### src/rtl/alu_seq.sv
// Handshaked sequential ALU: single-cycle logic/arith ops, bit-serial shifts and rotates,
// registered result with signed-overflow and zero flags.
module alu_seq #(
    parameter int unsigned WIDTH = 16,
    parameter int unsigned SHW   = $clog2(WIDTH)
) (
    input  logic             clk,
    input  logic             reset,
    input  logic             in_valid,
    output logic             in_ready,
    input  logic [WIDTH-1:0] A,
    input  logic [WIDTH-1:0] B,
    input  logic [3:0]       OP,
    input  logic [SHW-1:0]   SHAMT,
    output logic             out_valid,
    input  logic             out_ready,
    output logic [WIDTH-1:0] C,
    output logic             Cout,
    output logic             Z
);

    localparam int unsigned MSB = WIDTH - 1;

    localparam logic [3:0] OP_ADD  = 4'b0000;
    localparam logic [3:0] OP_SUB  = 4'b0001;
    localparam logic [3:0] OP_AND  = 4'b0010;
    localparam logic [3:0] OP_OR   = 4'b0011;
    localparam logic [3:0] OP_NAND = 4'b0100;
    localparam logic [3:0] OP_NOR  = 4'b0101;
    localparam logic [3:0] OP_XOR  = 4'b0110;
    localparam logic [3:0] OP_XNOR = 4'b0111;
    localparam logic [3:0] OP_IDA  = 4'b1000;
    localparam logic [3:0] OP_NOTA = 4'b1001;
    localparam logic [3:0] OP_LSR  = 4'b1010;
    localparam logic [3:0] OP_ASR  = 4'b1011;
    localparam logic [3:0] OP_ROR  = 4'b1100;
    localparam logic [3:0] OP_LSL  = 4'b1101;
    localparam logic [3:0] OP_ASL  = 4'b1110;
    localparam logic [3:0] OP_ROL  = 4'b1111;

    typedef enum logic [1:0] {
        IDLE  = 2'd0,
        SHIFT = 2'd1,
        DONE  = 2'd2
    } state_t;

    state_t           state_q;
    logic             in_ready_q;
    logic             out_valid_q;
    logic [WIDTH-1:0] c_q;
    logic             cout_q;
    logic             z_q;
    logic [WIDTH-1:0] w_q;
    logic [SHW-1:0]   cnt_q;
    logic [3:0]       op_q;
    logic             asl_q;

    logic [WIDTH-1:0] add_c;
    logic [WIDTH-1:0] sub_c;
    logic [WIDTH-1:0] alu_c;
    logic             ovf_c;
    logic             is_shift_c;
    logic [WIDTH-1:0] step_c;
    logic             flip_c;

    // Single-cycle result straight from the request operands
    always_comb begin
        add_c = A + B;
        sub_c = A - B;
        alu_c = A;
        ovf_c = 1'b0;
        case (OP)
            OP_ADD: begin
                alu_c = add_c;
                ovf_c = (A[MSB] == B[MSB]) && (add_c[MSB] != A[MSB]);
            end
            OP_SUB: begin
                alu_c = sub_c;
                ovf_c = (A[MSB] != B[MSB]) && (sub_c[MSB] != A[MSB]);
            end
            OP_AND:  alu_c = A & B;
            OP_OR:   alu_c = A | B;
            OP_NAND: alu_c = ~(A & B);
            OP_NOR:  alu_c = ~(A | B);
            OP_XOR:  alu_c = A ^ B;
            OP_XNOR: alu_c = ~(A ^ B);
            OP_IDA:  alu_c = A;
            OP_NOTA: alu_c = ~A;
            default: alu_c = A;
        endcase
    end

    assign is_shift_c = (OP >= OP_LSR);

    // One-bit step of the latched shift/rotate; flip_c flags an MSB change on a left shift
    always_comb begin
        step_c = w_q;
        case (op_q)
            OP_LSR:          step_c = {1'b0, w_q[MSB:1]};
            OP_ASR:          step_c = {w_q[MSB], w_q[MSB:1]};
            OP_ROR:          step_c = {w_q[0], w_q[MSB:1]};
            OP_LSL, OP_ASL:  step_c = {w_q[MSB-1:0], 1'b0};
            OP_ROL:          step_c = {w_q[MSB-1:0], w_q[MSB]};
            default:         step_c = w_q;
        endcase
    end

    assign flip_c = w_q[MSB] ^ w_q[MSB-1];

    always_ff @(posedge clk) begin
        if (reset) begin
            state_q     <= IDLE;
            in_ready_q  <= 1'b1;
            out_valid_q <= 1'b0;
            c_q         <= '0;
            cout_q      <= 1'b0;
            z_q         <= 1'b0;
            w_q         <= '0;
            cnt_q       <= '0;
            op_q        <= OP_ADD;
            asl_q       <= 1'b0;
        end else begin
            case (state_q)
                IDLE: begin
                    if (in_valid && in_ready_q) begin
                        in_ready_q <= 1'b0;
                        op_q       <= OP;
                        asl_q      <= 1'b0;
                        if (!is_shift_c) begin
                            c_q         <= alu_c;
                            cout_q      <= ovf_c;
                            z_q         <= (alu_c == '0);
                            out_valid_q <= 1'b1;
                            state_q     <= DONE;
                        end else if (SHAMT == '0) begin
                            c_q         <= A;
                            cout_q      <= 1'b0;
                            z_q         <= (A == '0);
                            out_valid_q <= 1'b1;
                            state_q     <= DONE;
                        end else begin
                            w_q     <= A;
                            cnt_q   <= SHAMT;
                            state_q <= SHIFT;
                        end
                    end
                end
                SHIFT: begin
                    w_q   <= step_c;
                    cnt_q <= cnt_q - SHW'(1);
                    asl_q <= asl_q | flip_c;
                    // Last step publishes the result; C holds its old value until then
                    if (cnt_q == SHW'(1)) begin
                        c_q         <= step_c;
                        z_q         <= (step_c == '0);
                        cout_q      <= (op_q == OP_ASL) && (asl_q || flip_c);
                        out_valid_q <= 1'b1;
                        state_q     <= DONE;
                    end
                end
                DONE: begin
                    if (out_ready) begin
                        out_valid_q <= 1'b0;
                        in_ready_q  <= 1'b1;
                        state_q     <= IDLE;
                    end
                end
                default: begin
                    state_q     <= IDLE;
                    in_ready_q  <= 1'b1;
                    out_valid_q <= 1'b0;
                end
            endcase
        end
    end

    assign in_ready  = in_ready_q;
    assign out_valid = out_valid_q;
    assign C         = c_q;
    assign Cout      = cout_q;
    assign Z         = z_q;

endmodule

### config.mk
export PLATFORM = sky130hd
export DESIGN_NAME = alu_seq
export DESIGN_NICKNAME = d
export VERILOG_FILES = /design/src/rtl/alu_seq.sv
export SDC_FILE = /design/constraint.sdc
export NUM_CORES = 1
export LEC_CHECK = 0
export ABC_AREA = 1
export CORE_MARGIN = 10
export CORE_UTILIZATION = 35
export CTS_BUF_LIST = sky130_fd_sc_hd__clkbuf_16
export CTS_CLUSTER_DIAMETER = 120
export DETAILED_ROUTE_END_ITERATION = 16
export HOLD_SLACK_MARGIN = 0.06
export PLACE_DENSITY = 0.57
export SLEW_MARGIN = 0
export SYNTH_ARGS = -nofsm -noshare
export SYNTH_HDL_FRONTEND = slang
export SYNTH_SLANG_ARGS = --single-unit
export TNS_END_PERCENT = 1
### constraint.sdc
create_clock -name clk -period 3.1 [get_ports clk]
set_input_delay 0.465 -clock clk [delete_from_list [all_inputs] [get_ports clk]]
set_output_delay 0.465 -clock clk [all_outputs]
set_load 0.005 [all_outputs]
== Word level (Yosys, flattened, before mapping) ==
Cells that the tools add are included.

* Add/subtract/negate cells: 3
* Magnitude comparators: 1
* Equality and inequality tests: 27
* Multiplexer cells: 42
* Bitwise gates (word level): 10
* Reductions and logical operators: 20

{| class="wikitable"
|+ Operators by type and width
! cell !! number
|-
| one-hot mux 16 bit (9 select lines) || 1
|-
| 2-to-1 mux 16 bit || 7
|-
| one-hot mux 16 bit (5 select lines) || 1
|-
| NOT 16 bit || 4
|-
| one-hot mux 16 bit (2 select lines) || 2
|-
| zero test 16 bit || 3
|-
| equality test 4 bit, second input constant || 7
|-
| adder 16 bit || 1
|-
| bitwise AND 16 bit || 1
|-
| equality test 4 x 3 -> 1 bit, second input constant || 4
|-
| OR 16 bit || 1
|-
| subtractor 16 bit || 1
|-
| bitwise XOR 16 bit || 1
|-
| 2-to-1 mux 1 bit || 15
|-
| 2-to-1 mux 4 bit || 3
|-
| AND reduction 4 bit || 3
|-
| 2-to-1 mux 2 bit || 5
|-
| != test 2 bit, second input constant || 5
|-
| equality test 4 x 1 -> 1 bit, second input constant || 2
|-
| equality test 4 x 2 -> 1 bit, second input constant || 2
|-
| zero test 4 bit || 2
|-
| one-hot mux 1 bit (2 select lines) || 4
|-
| one-hot mux 4 bit (2 select lines) || 1
|-
| one-hot mux 1 bit (3 select lines) || 2
|-
| 18 further kinds || 25
|}

* Register bits after elaboration: 47
* Input port bits: 44

== Longest topological paths before layout ==
Gate-level depths: netlist of run 1.

* Word-level depth: 7
* Depth in mapped cells: 20

== Worst setup path before layout of run 1 ==
Ideal clock, no wire load.

* Path type: in2reg
* From: input A[0]
* To: register z_q, in the netlist Z
* Setup time: 0.070 ns
* Arrival: 2.151 ns
* Data required time: 3.030 ns
* Setup slack: 0.880 ns
* Stages on the path: 14
* Path buffers: 0
* Cells stage by stage: inv_1 -> ha_1 -> inv_1 -> fa_1 -> or2_2 -> nand3_1 -> o21ai_0 -> nor3_1 -> nand2_1 -> nand2_1 -> nand3_1 -> nor2_1 -> nand4_1 -> a21oi_1

* Word-level cells in the longest chain between the ends: 7
* Elaborated cells between the ends (all ways): 16
* Those cells by class: 2 x add/sub; 5 x mux; 7 x bitwise; 2 x reduce/logical

{| class="wikitable"
|+ RTL lines
! item !! RTL line !! text
|-
| start, declared || 11 || <nowiki>input logic [WIDTH-1:0] A,</nowiki>
|-
| branches (longest 4 deep; another with subtractor 16 bit) || n/a ||
|-
| 2-to-1 mux 1 bit * || 129 || <nowiki>if (!is_shift_c) begin</nowiki>
|-
| 2-to-1 mux 1 bit * || 125 || <nowiki>if (in_valid && in_ready_q) begin</nowiki>
|-
| one-hot mux 1 bit (2 select lines) * || 123 || <nowiki>case (state_q)</nowiki>
|-
| end signal, assigned || 132 || <nowiki>z_q <= (alu_c == '0);</nowiki>
|-
| end signal, assigned || 138 || <nowiki>z_q <= (A == '0);</nowiki>
|-
| end signal, assigned || 155 || <nowiki>z_q <= (step_c == '0);</nowiki>
|-
| end, declared || 52 || <nowiki>logic z_q;</nowiki>
|}

Every way passes the cells marked *. The select of a mux whose other input is x is not followed.
A chain may end at the register's enable or synchronous reset.

== Worst setup path after layout of run 1 ==
* From: input A[12]
* To: register cout_q, in the netlist Cout

* Word-level cells in the longest chain between the ends: 7
* Elaborated cells between the ends (all ways): 10
* Those cells by class: 2 x add/sub; 2 x eq/ne; 4 x mux; 2 x reduce/logical

{| class="wikitable"
|+ RTL lines
! item !! RTL line !! text
|-
| subtractor 16 bit or adder 16 bit (tied branches) || 69, 68 ||
|-
| != test 1 bit (on tied branches) || 79, 75 ||
|-
| logical AND 1 bit (on tied branches) || 79, 75 ||
|-
| one-hot mux 1 bit (2 select lines) * || 72 || <nowiki>case (OP)</nowiki>
|-
| 2-to-1 mux 1 bit * || 129 ||
|-
| 2-to-1 mux 1 bit * || 125 ||
|-
| one-hot mux 1 bit (2 select lines) * || 123 ||
|-
| end signal, assigned || 131 || <nowiki>cout_q <= ovf_c;</nowiki>
|-
| end signal, assigned || 156 || <nowiki>cout_q <= (op_q == OP_ASL) && (asl_q || flip_c);</nowiki>
|-
| end, declared || 51 || <nowiki>logic cout_q;</nowiki>
|}

Mark *: on every way between the ends. The rest lies on a longest branch, timed or not. The select of a mux whose other input is x is not followed.

==> flow_metrics.py, run 1 <==
metrics = {
    "setup_path": {
        "arrival_ns": 3.01,
        "crit_path_start_kind": "input pin",
        "end_kind": "flip-flop",
        "cp_num_buf_inv": 3,
        "crit_fanout": 8,
        "crit_type": "in2reg",
        "crit_chain": "clkdlybuf4s50_1, inv_1, ha_1, a21oi_1, o21ai_0, a21oi_1, buf_4, nand2_1, xor2_1, o31ai_1, nand2_1, a31oi_1",
        "worstSetupStartpoint": "A[12]",
        "critPathTopFamily": "compound AO/OA/AOI/OAI gates",
        "cpPeakStageDelay_ns": 0.48,
        "crit_required_ns": 3.32,
        "r2r_start": "state_q[1]$_SDFFE_PP0P_",
        "slowest_stage": "clkdlybuf4s50_1",
    },
    "layout": {
        "syn_to_final_growth_pct": 21.5,
        "utilization_pct": 43.5,
        "layout.cells.non_filler": 1344,
        "final_cell_mix": "nand2_1, inv_1, nand3_1",
        "final_net_count": 1218,
        "diodes": 0,
        "design_area_mm2": 0.00723,
        "drive_gt1_share_pct": 9.25,
        "final_common_cell": "nand2_1",
    },
    "synthesis": {
        "synth_edf_count": 0,
        "synth_async_sr_flop_share_pct": 0,
        "synth_area_leader_cell": "nand2_1",
        "ys_top_cells_by_area": "nand2_1, dfxtp_1, ha_1, inv_1, nand3_1",
        "yosysSeqAreaShare_pct": 15.8,
        "syn_nets": 1128,
        "synth_ff_type": "dfxtp_1",
        "synth_top_area_share_pct": 19.0,
        "ys_seq_elements": 47,
        "synth_cell_types": 46,
        "syn_area_mm2": 0.00595,
        "avgSynthCellArea_um2": 5.76,
        "netlist_instances": 1033,
        "synth_warnings": 0,
    },
    "pwr": {
        "p_comb_share_pct": 56.5,
        "total_power_mw": 3.49,
        "intPower_mw": 1.94,
        "sw_frac_of_total_pct": 44.3,
        "pwr-share-seq_pct": 28.5,
        "power.density_mw_per_mm2": 482,
        "ir_drop_mv": 0.321,
        "leakage_nw": 3.51,
        "clockPowerShare_pct": 15.0,
        "switchingPower_mw": 1.55,
    },
    "sta": {
        "clock.fmax_ghz": 0.358,
        "finalSetupViolCount": 0,
        "setup_slack_ns": 0.309,
        "hold_viol_final": 0,
        "slew_viol_final": 0,
        "clock_skew_ns": 0.00522,
        "tightestPinTransition_ns": 0.753,
        "rsz0062_at_grt": "false",
        "fin_crit_sh_pct": 90.0,
        "post-route-min-period_ns": 2.79,
        "relSlewSlack_pct": 49.7,
        "hold_ws_ns": 0.466,
        "fin_tns_setup_ns": 0,
    },
    "worst_hold_path": {
        "hold_start": "out_valid$_SDFFE_PP0P_",
        "worst_hold_path_type": "reg2reg",
    },
    "floorplan": {
        "die_y_um": 150,
        "coreArea_mm2": 0.0166,
        "die_w_um": 150,
        "initial_core_util_pct": 35.8,
        "num_rows": 47,
        "dieArea_mm2": 0.0226,
        "num_io_pins": 64,
    },
    "cts": {
        "cts_tree": "yes",
        "clock-sinks": 47,
        "cts.reportedPaths.clkPinSlew_ns": 0.06,
        "numCtsBuffers": 5,
        "hold_buffers": 0,
        "clkLatencyLatePin_ns": 0.29,
        "cts_max_level": 2,
        "root_buffer": "clkbuf_16",
        "cts_buffer_depth": 2,
    },
    "detailed_routing": {
        "drc": 0,
        "antenna_left": 0,
        "post_drt_wl_per_cell_um": 16.9,
        "via_count": 7036,
        "routed_wl_mm": 22.8,
        "viasPerCell": 5.24,
        "first_iter_violations": 678,
        "drtPass1Iterations": 6,
    },
    "global_route": {
        "antenna_found_initial": 0,
        "grt_max_degree": 32,
        "grt_usage_pct": 19.8,
        "grt_pass1_vias": 6438,
        "grt_overflow": 0,
        "grt_first_pass_wirelength_mm": 35.5,
    },
    "flow_run": {
        "cap_violations": 0,
    },
    "placed_design": {
        "placed_cell_area_mm2": 0.00709,
        "io_buffers": 63,
        "dp.cells": 1336,
        "preCtsSetupSlack_ns": -0.000681,
        "gp_congestion": 0.967,
        "place_hpwl_mm": 18.4,
    },
    "run_status": {
        "outcome": "completed",
    },
}
-- flip-flops by register name, indices dropped and copies added (netlist names) --
signal     count
C             16
Cout           1
Z              1
asl_q          1
cnt_q          4
in_ready       1
op_q           4
out_valid      1
state_q        2
w_q           16
-- power groups by stage --
stage	Combinational, mW	Clock, mW	Sequential, mW
2_1_floorplan	1.22	0	0.985
5_1_grt	2.20	0.551	1.02
3_3_place_gp	1.95	0	1.01
3_5_place_dp	1.95	0	1.00
4_1_cts	1.96	0.527	0.992
6_report	1.97	0.524	0.994
-- Yosys cell counts, types with 2 or more instances --
cell and count:
nand3_1 92, nand4_1 18, nor3_1 7, nor2_4 5, o21ai_1 9, or2_2 4, clkbuf_1 8, nand2_1 301
o22ai_1 14, o211ai_1 10, xor2_1 2, o221ai_1 10, buf_6 4, ha_1 49, a21oi_1 49, o21bai_1 5
nor3_2 3, or2_0 2, nor2_2 7, nand2_2 6, and2_1 2, a31oi_1 18, dfxtp_1 47, xnor2_1 2
inv_2 8, buf_2 15, nor2_1 85, inv_1 156, buf_4 11, a221oi_1 14, o21ai_0 54, fa_1 2
-- worst reg2reg max path, delay by kind of cell, from the launching register on --
family,cells,cell delay [ns]
AOI/OAI and AO/OA,4,0.66
and+or+nand+nor,3,0.59
buffers and inverters,2,0.48
DFF,1,0.38
-- routing by layer --
metal,vias to the layer above,GRT usage (%),wire [µm]
li1,3560,-,-
met1,3201,27.3,10900
met2,243,31.2,9930
met3,32,3.15,1490
met4,0,5.00,489
met5,-,0,0
-- area by class of cell --
class	count	area (µm²)
Inverter	164	616
Sequential cell	47	941
Clock buffer	5	125
Fill cell	1863	9410
Timing Repair Buffer	122	1100
Tap cell	220	275
Clock inverter	3	12.5
Multi-Input combinational cell	783	4160
-- final timing paths --
check | depth (start not counted) | end | slack [ns]
worst min-delay path | 2 | out_valid$_SDFFE_PP0P_ | 0.47
worst min register to register | 2 | out_valid$_SDFFE_PP0P_ | 0.47
worst max register to register | 9 | C[12]$_SDFFE_PP0P_ | 0.87
worst max-delay path | 12 | Cout$_SDFFE_PP0P_ | 0.31
-- cell families (layout without fill, tap and decap cells) --
group	after synthesis	after routing	share of synthesized area [%]
and+or+nand+nor	538	538	39.0
AOI/OAI and AO/OA	190	190	19.3
DFF	47	47	15.8
xor gates and xnor gates	4	4	0.588
buffers and inverters	203	294	14.3
adders and majority gates	51	51	11.0
-- timing repair --
| item | in CTS | in global routing |
|---|---|---|
| gates resized for setup | 0 | 2 |
| endpoints found under the setup margin | 0 | 1 |
| setup buffers | 0 | 0 |
Power figures use the tool's default switching activity.
==> inputs of run 2 (changes only) <==
SLEW_MARGIN = 20   (was 0)
==> results of run 2 <==
The final DEF is identical to that of run 1; final timing and power are the same.
==> inputs of run 3 (changes only) <==
MAX_ROUTING_LAYER = met4   (was default)
==> run 3 against run 2 <==
Global-route usage rose by 1.0 points. Setup slack got worse by 0.056 ns. First-iteration DRC count rose by 11%. Utilization rose by 0.26 points. Hold slack barely moved. Critical path type unchanged. Critical endpoint is now Z$_SDFFE_PP0P_.
==> flow_metrics.py, run 3 (same netlist as run 1, synthesis figures left out) <==
metrics = {
    "run_status": {
        "outcome": "completed",
    },
    "sta": {
        "rsz0062_at_grt": "false",
        "fin_tns_setup_ns": 0,
        "setup_slack_ns": 0.253,
        "relSlewSlack_pct": 48.3,
        "fin_crit_sh_pct": 91.9,
        "hold_viol_final": 0,
        "clock_skew_ns": 0.00820,
        "tightestPinTransition_ns": 0.774,
        "clock.fmax_ghz": 0.351,
        "finalSetupViolCount": 0,
        "hold_ws_ns": 0.466,
        "slew_viol_final": 0,
        "post-route-min-period_ns": 2.85,
    },
    "layout": {
        "multi_input_area_mm2": 0.00416,
        "diodes": 0,
        "fill_cells": 1808,
        "layout.cells.non_filler": 1350,
        "utilization_pct": 43.7,
        "drive_gt1_share_pct": 9.82,
        "final_cell_mix": "nand2_1, inv_1, nand3_1",
        "final_net_count": 1224,
        "design_area_mm2": 0.00728,
        "syn_to_final_growth_pct": 22.2,
        "final_common_cell": "nand2_1",
        "seq_area_um2": 941,
    },
    "worst_hold_path": {
        "hold_start": "out_valid$_SDFFE_PP0P_",
        "holdPathStages": 2,
        "min_to": "out_valid$_SDFFE_PP0P_",
        "worst_hold_path_type": "reg2reg",
    },
    "detailed_routing": {
        "routed_wl_mm": 23.2,
        "post_drt_wl_per_cell_um": 17.2,
        "drc": 0,
        "via_count": 7153,
        "viasPerCell": 5.30,
        "drtPass1Iterations": 6,
        "first_iter_violations": 755,
        "antenna_left": 0,
    },
    "setup_path": {
        "end_kind": "flip-flop",
        "worst-r2r-setup-slack_ns": 1.01,
        "r2r_start": "state_q[1]$_SDFFE_PP0P_",
        "critPathTopFamily": "simple AND/OR/NAND/NOR gates",
        "crit_chain": "clkdlybuf4s50_1, ha_1, fa_1, nand3_1, nand3_1, nand2_1, nand2_1, nand2_1, nand3_1, nand3_1, nand3_1, nand2_1, nand2_1, nor2_1, nand4_1, a21oi_1",
        "slowest_stage": "clkdlybuf4s50_1",
        "rr_endpoint": "C[10]$_SDFFE_PP0P_",
        "crit_required_ns": 3.32,
        "r2r_cells": 9,
        "crit_fanout": 5,
        "crit_path_start_kind": "input pin",
        "cp_num_buf_inv": 1,
        "crit_cells": 16,
        "cpPeakStageDelay_ns": 0.48,
        "arrival_ns": 3.07,
        "crit_type": "in2reg",
    },
    "floorplan": {
        "num_io_pins": 64,
        "initial_core_util_pct": 35.8,
        "dieArea_mm2": 0.0226,
        "num_rows": 47,
        "die_y_um": 150,
        "coreArea_mm2": 0.0166,
        "die_w_um": 150,
    },
    "placed_design": {
        "placed_cell_area_mm2": 0.00714,
        "dp.cells": 1342,
        "place_hpwl_mm": 18.9,
        "io_buffers": 63,
        "gp_congestion": 1.00,
        "preCtsSetupSlack_ns": -0.0287,
    },
    "cts": {
        "cts_resized": 0,
        "hold_buffers": 0,
        "postCtsSetupBuffers": 0,
        "root_buffer": "clkbuf_16",
        "numCtsBuffers": 5,
        "cts.reportedPaths.clkPinSlew_ns": 0.07,
        "cts_max_level": 2,
        "cts_buffer_depth": 2,
        "cts_tree": "yes",
        "clock-sinks": 47,
        "clkLatencyLatePin_ns": 0.30,
    },
    "flow_run": {
        "cap_violations": 0,
    },
    "pwr": {
        "power.density_mw_per_mm2": 486,
        "leakage_nw": 3.53,
        "total_power_mw": 3.54,
        "ir_drop_mv": 0.472,
    },
    "global_route": {
        "grt_pass1_vias": 6576,
        "grt_usage_pct": 20.8,
        "grt_max_degree": 30,
        "antenna_found_initial": 0,
        "grt_overflow": 0,
        "grt_first_pass_wirelength_mm": 36.3,
    },
}
## run 3: changes by cell type in the layout (fill, tap and decap cells not counted)
| cell | before | now |
|---|---|---|
| clkinv_2 | 1 | 3 |
| buf_4 | 57 | 63 |
| nand2_2 | 7 | 6 |
| inv_1 | 158 | 156 |
| nand2_1 | 300 | 301 |
| dlymetal6s2s_1 | 1 | 0 |
| clkdlybuf4s50_1 | 62 | 63 |
## run 3: worst min-delay path, cell delays in order (launching register included)
cell and delay (ns):
dfxtp_1 0.31, nand2_1 0.06, a21oi_1 0.05
## run 3: power by group
part	internal, mW	total [mW]	leakage [nW]	switching [mW]
Sequential	0.845	0.999	0.387	0.153
Clock	0.295	0.536	0.0733	0.241
Combinational	0.826	2.00	3.07	1.18
Total	1.97	3.54	3.53	1.57
## run 3: metal layers
| metal | global-route usage (%) | part of all wire, % | vias to the layer above |
|---|---|---|---|
| met5 | - | 0 | - |
| met4 | 4.08 | 1.7 | 0 |
| met3 | 3.45 | 7.1 | 33 |
| met2 | 31.9 | 44 | 313 |
| met1 | 28.3 | 47 | 3239 |
| li1 | - | - | 3568 |
## run 3: area by class of cell
type	instances	share of cell area, %
Multi-Input combinational cell	783	57.2
Timing Repair Buffer	128	15.7
Sequential cell	47	12.9
Inverter	164	8.46
Tap cell	220	3.78
Clock buffer	5	1.72
Clock inverter	3	0.206
## run 3: worst max-delay path by stage
| stage | start | endpoint | slack [ns] |
|---|---|---|---|
| detailed placement | A[0] | Z$_SDFFE_PP0P_ | -0.03 |
| global placement | A[0] | Z$_SDFFE_PP0P_ | 0.006 |
| global route | A[0] | Z$_SDFFE_PP0P_ | 0.07 |
| CTS | A[0] | Z$_SDFFE_PP0P_ | 0.25 |
| floorplan | A[0] | Z$_SDFFE_PP0P_ | 0.88 |
| finish | A[0] | Z$_SDFFE_PP0P_ | 0.25 |
